`config.mk`:
```
export PLATFORM = sky130hd
export DESIGN_NAME = jam_cost_table
export DESIGN_NICKNAME = d
export VERILOG_FILES = /design/src/rtl/jam_pkg.sv /design/src/rtl/jam_row_min.sv /design/src/rtl/jam_cost_table.sv
export SDC_FILE = /design/constraint.sdc
export NUM_CORES = 1
export LEC_CHECK = 0
export ABC_AREA = 1
export BUFFER_PORTS_ARGS = -buffer_cell sky130_fd_sc_hd__buf_2
export CORE_ASPECT_RATIO = 0.5
export CORE_UTILIZATION = 56
export CTS_CLUSTER_DIAMETER = 150
export DETAILED_ROUTE_END_ITERATION = 7
export PLACE_DENSITY = 0.76
export SYNTH_ARGS = -nofsm -noshare
export SYNTH_HDL_FRONTEND = slang
export SYNTH_SLANG_ARGS = --single-unit
```
`constraint.sdc`:
```
create_clock -name CLK -period 2.9 [get_ports CLK]
set_clock_uncertainty 0.2 [all_clocks]
set_input_delay 0.145 -clock CLK [delete_from_list [all_inputs] [get_ports CLK]]
set_output_delay 0.145 -clock CLK [all_outputs]
set_load 0.05 [all_outputs]
```
`src/rtl/jam_pkg.sv`:
```
// Shared constants and types for the job-assignment cost table and engine.
// Widths below are derived from N_JOBS and COST_W.
package jam_pkg;

    localparam int N_JOBS = 8;
    localparam int COST_W = 7;

    localparam int AW  = 2 * $clog2(N_JOBS);
    localparam int LBW = COST_W + $clog2(N_JOBS);
    localparam int TSW = COST_W + 2 * $clog2(N_JOBS);

    typedef enum logic {
        LOAD = 1'b0,
        DONE = 1'b1
    } jam_tbl_state_e;

endpackage

```
`src/rtl/jam_row_min.sv`:
```
// Running minimum over a stream of row entries, folded into a sum of minima
// at each row's last column. Row/column orientation is set by the strobes.
module jam_row_min #(
    parameter int CW = 7,
    parameter int SW = 10
) (
    input  logic          CLK,
    input  logic          RST_N,
    input  logic          clr,
    input  logic          acc,
    input  logic          col_first,
    input  logic          col_last,
    input  logic [CW-1:0] din,
    output logic [SW-1:0] lb_sum
);

    logic [CW-1:0] row_min;
    logic [CW-1:0] cand;

    // First column restarts the minimum regardless of the stale value.
    assign cand = (col_first || (din < row_min)) ? din : row_min;

    always_ff @(posedge CLK or negedge RST_N) begin
        if (!RST_N) begin
            row_min <= '1;
            lb_sum  <= '0;
        end else if (clr) begin
            row_min <= '1;
            lb_sum  <= '0;
        end else if (acc) begin
            row_min <= cand;
            if (col_last)
                lb_sum <= lb_sum + SW'(cand);
        end
    end

endmodule

```
`src/rtl/jam_cost_table.sv`:
```
// N x N cost matrix loaded row-major over valid/ready; serves cost[W][J]
// combinationally once complete, with lower-bound and checksum side figures.
module jam_cost_table
    import jam_pkg::*;
#(
    parameter  int N     = N_JOBS,
    parameter  int CW    = COST_W,
    localparam int LG    = $clog2(N),
    localparam int IDX_W = 2 * LG,
    localparam int LB_W  = CW + LG,
    localparam int TS_W  = CW + 2 * LG
) (
    input  logic             CLK,
    input  logic             RST_N,
    input  logic             LD_VALID,
    input  logic [CW-1:0]    LD_DATA,
    output logic             LD_READY,
    input  logic             RELOAD,
    input  logic [LG-1:0]    W,
    input  logic [LG-1:0]    J,
    output logic [CW-1:0]    Cost,
    output logic             TABLE_READY,
    output logic [LB_W-1:0]  LB_SUM,
    output logic [TS_W-1:0]  TOTAL_SUM,
    output logic [IDX_W-1:0] LOAD_IDX
);

    jam_tbl_state_e   state, state_nx;
    logic [IDX_W-1:0] idx;
    logic [CW-1:0]    mem [N*N];
    logic             accept;
    logic             last;

    assign accept = LD_VALID && LD_READY && !RELOAD;
    assign last   = (idx == IDX_W'(N*N-1));

    always_ff @(posedge CLK or negedge RST_N) begin
        if (!RST_N)
            state <= LOAD;
        else
            state <= state_nx;
    end

    always_comb begin
        state_nx = state;
        LD_READY = (state == LOAD);
        if (RELOAD)
            state_nx = LOAD;
        else if (accept && last)
            state_nx = DONE;
    end

    // idx is exactly log2(N*N) bits, so the increment past the last entry wraps to 0.
    always_ff @(posedge CLK or negedge RST_N) begin
        if (!RST_N) begin
            idx         <= '0;
            TABLE_READY <= 1'b0;
            TOTAL_SUM   <= '0;
        end else if (RELOAD) begin
            idx         <= '0;
            TABLE_READY <= 1'b0;
            TOTAL_SUM   <= '0;
        end else if (accept) begin
            idx       <= idx + 1'b1;
            TOTAL_SUM <= TOTAL_SUM + TS_W'(LD_DATA);
            if (last)
                TABLE_READY <= 1'b1;
        end
    end

    always_ff @(posedge CLK) begin
        if (accept)
            mem[idx] <= LD_DATA;
    end

    jam_row_min #(
        .CW (CW),
        .SW (LB_W)
    ) u_row_min (
        .CLK       (CLK),
        .RST_N     (RST_N),
        .clr       (RELOAD),
        .acc       (accept),
        .col_first (idx[LG-1:0] == '0),
        .col_last  (idx[LG-1:0] == LG'(N-1)),
        .din       (LD_DATA),
        .lb_sum    (LB_SUM)
    );

    assign Cost     = TABLE_READY ? mem[{W, J}] : '0;
    assign LOAD_IDX = idx;

endmodule

```
## After elaboration in Yosys (flattened, before gate mapping)

Memories as Yosys holds them, arrays and structs flattened.
Cells that the tools add are included.

| operators by class | value |
|---|---|
| add/subtract/negate cells | 3 |
| $lt $le $gt $ge | 1 |
| equality and inequality tests | 2 |
| mux-type cells | 18 |
| bitwise operators | 1 |
| reductions and logical operators | 12 |

Operators with widths:

| operator | number |
|---|---|
| 10-bit 2-to-1 mux | 3 |
| 7-bit 2-to-1 mux | 4 |
| 13-bit 2-to-1 mux | 2 |
| 13-bit by 7-bit adder with 13-bit output | 1 |
| 6-bit 2-to-1 mux | 2 |
| 10-bit by 7-bit adder with 10-bit output | 1 |
| 2-bit nonzero test | 4 |
| 7-bit less-than comparator | 1 |
| 1-bit 2-to-1 mux | 7 |
| 6-bit by 1-bit adder with 6-bit output (second input constant) | 1 |
| 6-bit == test (second input constant) | 1 |
| 2-bit AND reduction | 2 |
| 3-bit == test (second input constant) | 1 |
| 1-bit logical AND | 3 |
| 3-bit zero test | 1 |
| 1-bit zero test | 1 |
| 1-bit logical OR | 1 |
| 1-bit NOT | 1 |

| word-level totals | value |
|---|---|
| register bits after elaboration | 38 |
| bits in writable memories | 448 |
| input bits | 17 |
| output and inout bits | 38 |
| memories kept | 1 |

Memory list:

| name | words | width | rd ports | clocked after memory_dff | wr ports | RTL line | text |
|---|---|---|---|---|---|---|---|
| mem | 64 | 7 | 1 | 0 | 1 | jam_cost_table.sv:30 | `logic [CW-1:0] mem [N*N];` |

## Logic depth before layout (Yosys ltp)

| logic depth | value |
|---|---|
| word-level depth | 7 |
| depth in mapped cells | 18 |

## Hierarchy

A second synthesis with hierarchy kept.

| second synthesis, totals | value |
|---|---|
| cells, all modules | 1919 |
| area, all modules | 20946.3 sq um |

By module, submodules not included:

| module | instances | cells an instance | area each (sq um) | seq. area each (sq um) |
|---|---|---|---|---|
| jam_cost_table | 1 | 1739 | 19612.6 | 13978.4 |
| jam_row_min | 1 | 180 | 1333.8 | 434.2 |

## Least setup slack after synthesis

No wires, ideal clock.

| path | value |
|---|---|
| kind | register to register |
| start point | reg idx[0], in the netlist LOAD_IDX[0] |
| end point | reg u_row_min.lb_sum[6] |
| library setup time | 0.083 ns |
| arrival | 2.840 ns |
| required time | 2.617 ns |
| slack | -0.223 ns |
| stages on the path, launching flop included | 16 |
| period minus slack after synthesis | 3.123 ns |
| path through | dfrtp_1 -> buf_2 -> inv_1 -> ha_1 -> nand2_1 -> nand2_1 -> nand2_1 -> nand2_1 -> ha_1 -> fa_1 -> nand3_1 -> nand2_1 -> nand2_1 -> a31oi_1 -> xnor2_1 -> o21ai_0 |

| between the ends | value |
|---|---|
| cells in the longest elaborated chain, start to end | 7 |
| elaborated cells between the ends (all ways) | 10 |
| those cells by class | add/sub: 1; eq/ne: 1; mux: 4; reduce/logical: 4 |

Ends and longest elaborated chain:

| what | RTL line | text |
|---|---|---|
| from (decl) | jam_cost_table.sv:29 | `logic [IDX_W-1:0] idx;` |
| from (signal assigned) | jam_cost_table.sv:64 | `idx <= idx + 1'b1;` |
| 3-bit zero test | jam_cost_table.sv:84 | `.col_first (idx[LG-1:0] == '0),` |
| 1-bit logical OR | jam_row_min.sv:21 | `assign cand = (col_first \|\| (din < row_min)) ? din : row_min;` |
| 7-bit 2-to-1 mux | jam_row_min.sv:21 |  |
| 10-bit by 7-bit adder with 10-bit output | jam_row_min.sv:33 | `lb_sum <= lb_sum + SW'(cand);` |
| 10-bit 2-to-1 mux | jam_row_min.sv:32 | `if (col_last)` |
| 10-bit 2-to-1 mux | jam_row_min.sv:30 | `end else if (acc) begin` |
| 10-bit 2-to-1 mux | jam_row_min.sv:27 | `end else if (clr) begin` |
| to (signal assigned) | jam_row_min.sv:33 |  |
| to (decl) | jam_row_min.sv:14 | `output logic [SW-1:0] lb_sum` |

Several ways; a longest one is shown, not always the timed one. The select of a mux whose other input is x is not followed.
A chain may end at the register's enable or synchronous reset.

## Worst setup path in the final report

| path | value |
|---|---|
| start point | reg u_row_min.row_min[2] |
| end point | reg u_row_min.lb_sum[9] |

| between the ends | value |
|---|---|
| cells in the longest elaborated chain, start to end | 7 |

Ends and longest elaborated chain:

| what | RTL line | text |
|---|---|---|
| from (decl) | jam_row_min.sv:17 | `logic [CW-1:0] row_min;` |
| from (signal assigned) | jam_row_min.sv:31 | `row_min <= cand;` |
| 7-bit less-than comparator | jam_row_min.sv:21 |  |
| 1-bit logical OR | jam_row_min.sv:21 |  |
| 7-bit 2-to-1 mux * | jam_row_min.sv:21 |  |
| 10-bit by 7-bit adder with 10-bit output * | jam_row_min.sv:33 |  |
| 10-bit 2-to-1 mux * | jam_row_min.sv:32 |  |
| 10-bit 2-to-1 mux * | jam_row_min.sv:30 |  |
| 10-bit 2-to-1 mux * | jam_row_min.sv:27 |  |

Mark *: on every way between the ends. The rest lies on a longest branch, timed or not. The select of a mux whose other input is x is not followed.

==> metrics.txt <==
adder-cell share of the synthesized area 1.57%; layout cell share with drive strength beyond 1 12.5%; CTS tree built; Net Count, Synth 1,950; GRT Util Overall 27.1%; H-tree depth 2; Tot Pwr 14.5 mW; mux cell area share after synthesis 0%; r2r worst-path depth 18; CP cell instances inv_2 -> ha_4 -> nand2_2 -> o21ai_2 -> nand4_1 -> nand3_2 -> nand2_2 -> buf_6 -> nand2_4 -> nand2_4 -> ha_4 -> nand3_2 -> nand3_2 -> nand4_1 -> o211ai_1 -> nand3_1 -> nand2_1 -> nor2_1; die span in y 139 µm; Max Slew Vio Count 0; multi-input logic area 5970 µm²; period utilization 100%; Crit path max-delay family simple AND/OR/NAND/NOR gates; Post-Syn Area 20,900 µm²; #FFs+latches synth 486; WL/cell 20.2 µm; via count 14,600; floorplan row count 49; CP peak stage delay 0.54 ns; post-synthesis sequential area ratio 68.9%; final hold vios 0; die area 38,200 µm²; outcome finished, violations left; total CTS buffers 43; Via density 5.84; Core Area 36,400 µm²; Yosys cell types 35; WP buf/inv 2; RSZ-0062 raised after global routing yes; Worst Setup End Kind flip-flop; area delta synth->final 13.2%; port bufs 54; clk_lat worst skew 0.55 ns; CP Max Fanout 6; I/O Pins 55; worst flop-to-flop path endpoint u_row_min.lb_sum[9]$_DFFE_PN0P_; critical path's slowest cell dfstp_2; failing checks negative setup slack; largest net degree at the start of global routing 113; initial detailed-routing violation count 1,908; Finished Cell Area 23,700 µm²; Starting Density 57.5%; Tmin final 2.91 ns; Clock Pin Slew Worst Setup and Hold Paths 0.06 ns; drt drc 0; Critical Path RT 3.15 ns; Max Fclk 343 MHz; syn avg cell area 11.0 µm²; Syn Inst Count 1,908; Critical Path End u_row_min.lb_sum[9]$_DFFE_PN0P_; clk root buf clkbuf_16; pwr/cell area 612 nW/µm²; most frequent cells in the layout 633 x nand2_1, 448 x edfxtp_1, 411 x nand3_1; Max Cap Viol 0; FILL cells 2,584; die width 275 µm; CTS sink count 486; Compound-Gate Fraction of Synth Area 1.73%; Max Root-Sink Buffers 3; Reg2Reg Setup Slack -0.01 ns; worst slew margin relative to its limit 41.4%; combinational family with the most area after synthesis simple AND/OR/NAND/NOR gates; initial antenna violation count 1; Routed Antenna Nets 0; first-pass iteration count of the detailed router 6; storage element area 14,400 µm²; GPL Wtd Cong 0.890; Pleak 9.01 nW; Worst Path Arrival 3.16 ns; simple-gate share of the synthesized area 23.7%; Final Setup Violations 2; nets@finish 2,036; hold crit path type input pin to async pin; cell mode on critical path nand3_2; vias in the first global route 14,200; XOR/XNOR Fraction of Synth Area 0.209%; DRT Wirelength 50,600 µm; Cells after DPL 2,422; Layout Utilization 65.1%; commonest non-fill, non-tap cell in the layout nand2_1; dpl cell area 21,900 µm²; setup ws final -0.0128 ns; Startpoint Class flip-flop; Synth warnings 0; post-DP HPWL 29,400 µm; gr ovfl total 0; worst vdd ir 405 µV; Levels on crit path 18; number of antenna diodes 0; worst slew pin tran 0.878 ns; worst reg2reg startpoint u_row_min.row_min[2]$_DFFE_PN1P_; worst hold slack 0.0514 ns; Worst Setup SP u_row_min.row_min[2]$_DFFE_PN1P_; Post-Layout Cell Count 2,508; CP Class flip-flop to flip-flop; first-pass GRT wire length 78,800 µm
-- worst min-delay path by stage --
| stage | cells after the start | to | from | slack (ns) |
|---|---|---|---|---|
| after global routing | 2 | mem[42][5]$_DFFE_PP_ | LD_DATA[5] | 0.07 |
| after floorplan | 0 | LOAD_IDX[0]$_DFFE_PN0P_ | RST_N | -0.35 |
| after CTS | 2 | mem[33][5]$_DFFE_PP_ | LD_DATA[5] | 0.05 |
| after global placement | 1 | TOTAL_SUM[7]$_DFFE_PN0P_ | RST_N | 0.10 |
| final | 2 | u_row_min.lb_sum[9]$_DFFE_PN0P_ | RST_N | 0.05 |
| after detailed placement | 1 | TOTAL_SUM[9]$_DFFE_PN0P_ | RST_N | 0.12 |
-- cell families (layout without fill, tap and decap cells) --
| group | after synthesis | count (layout) |
|---|---|---|
| buffers and inverters | 159 | 275 |
| adders and majority gates | 25 | 25 |
| and+or+nand+nor | 1170 | 1170 |
| AOI/OAI and AO/OA | 63 | 63 |
| xor gates and xnor gates | 5 | 5 |
| DFF | 486 | 486 |
-- Yosys cell counts --
| library cell | n | area, µm² |
|---|---|---|
| a22o_1 | 4 | 35.0 |
| fa_1 | 2 | 40.0 |
| buf_2 | 45 | 225 |
| buf_6 | 15 | 169 |
| o21ai_0 | 18 | 90.1 |
| a31oi_1 | 2 | 12.5 |
| nand4_1 | 7 | 43.8 |
| clkbuf_1 | 16 | 60.1 |
| o21bai_1 | 3 | 22.5 |
| buf_1 | 11 | 41.3 |
| o21ai_1 | 1 | 5.00 |
| inv_2 | 2 | 7.51 |
| a32o_1 | 2 | 20.0 |
| o211ai_1 | 1 | 7.51 |
| inv_6 | 1 | 8.76 |
| ha_1 | 23 | 288 |
| edfxtp_1 | 448 | 13500 |
| a21oi_1 | 27 | 135 |
| clkinv_1 | 1 | 3.75 |
| nor4_1 | 1 | 6.26 |
| xor2_1 | 1 | 8.76 |
| or2_2 | 3 | 18.8 |
| o31ai_1 | 1 | 7.51 |
| nand2_1 | 650 | 2440 |
| dfstp_2 | 7 | 184 |
| nor3_1 | 10 | 50.1 |
| xnor2_1 | 4 | 35.0 |
| nand3_1 | 417 | 2090 |
| dfrtp_1 | 31 | 776 |
| a21boi_0 | 2 | 15.0 |
| o22ai_1 | 2 | 12.5 |
| buf_4 | 12 | 90.1 |
| inv_1 | 56 | 210 |
| nand2_2 | 1 | 6.26 |
| nor2_1 | 81 | 304 |
-- cell type report --
class | instances | share of cell area (%)
clock inverter | 22 | 0.761
multi-input combinational | 1263 | 25.2
sequential | 486 | 60.9
timing repair buffer | 140 | 4.60
clock buffer | 53 | 4.97
inverter | 60 | 0.978
tap | 484 | 2.56
-- flip-flops by register name, summed over array words and instances, names as in the netlist --
signal,flops
mem,448
TOTAL_SUM,13
state,1
u_row_min.lb_sum,10
LOAD_IDX,6
TABLE_READY,1
u_row_min.row_min,7
-- power breakdown --
| group | internal, mW | switching, mW |
|---|---|---|
| Combinational | 0.344 | 0.829 |
| Clock | 3.14 | 2.46 |
| Sequential | 7.69 | 0.0223 |
| Total | 11.2 | 3.31 |
-- stage by stage --
step           setup TNS (ns)  setup WS (ns)
2_1_floorplan               0         0.0197
3_3_place_gp           -0.488         -0.123
3_5_place_dp            -1.03         -0.219
4_1_cts               -0.0674        -0.0309
5_1_grt                -0.947         -0.208
6_report              -0.0250        -0.0128
-- routing by layer --
| layer | routed length, µm | part of all wire, % | global-route usage, % | vias to the layer above |
|---|---|---|---|---|
| met5 | 0 | 0 | 0 | - |
| met4 | 1850 | 3.7 | 10.2 | 0 |
| met3 | 5270 | 10 | 6.09 | 125 |
| met2 | 23300 | 46 | 41.4 | 749 |
| met1 | 20200 | 40 | 38.3 | 6956 |
| li1 | - | - | - | 6809 |
-- what timing repair did --
action                                  CTS  global route
endpoints found under the hold margin    55             0
buffers inserted                          3             0
hold buffers                              8             0
endpoints found under the setup margin    7             7
gates resized for setup                  39            18
pin swaps                                20            15
-- worst register-to-register path: cells and delay by family, from the launching register on --
family / cells / cell delay [ns]
fa+ha+maj: 2 / 0.56
buf+inv: 2 / 0.21
compound gates: 2 / 0.30
flops: 1 / 0.54
simple gates: 12 / 1.01
(Power assumes the default switching activity.)
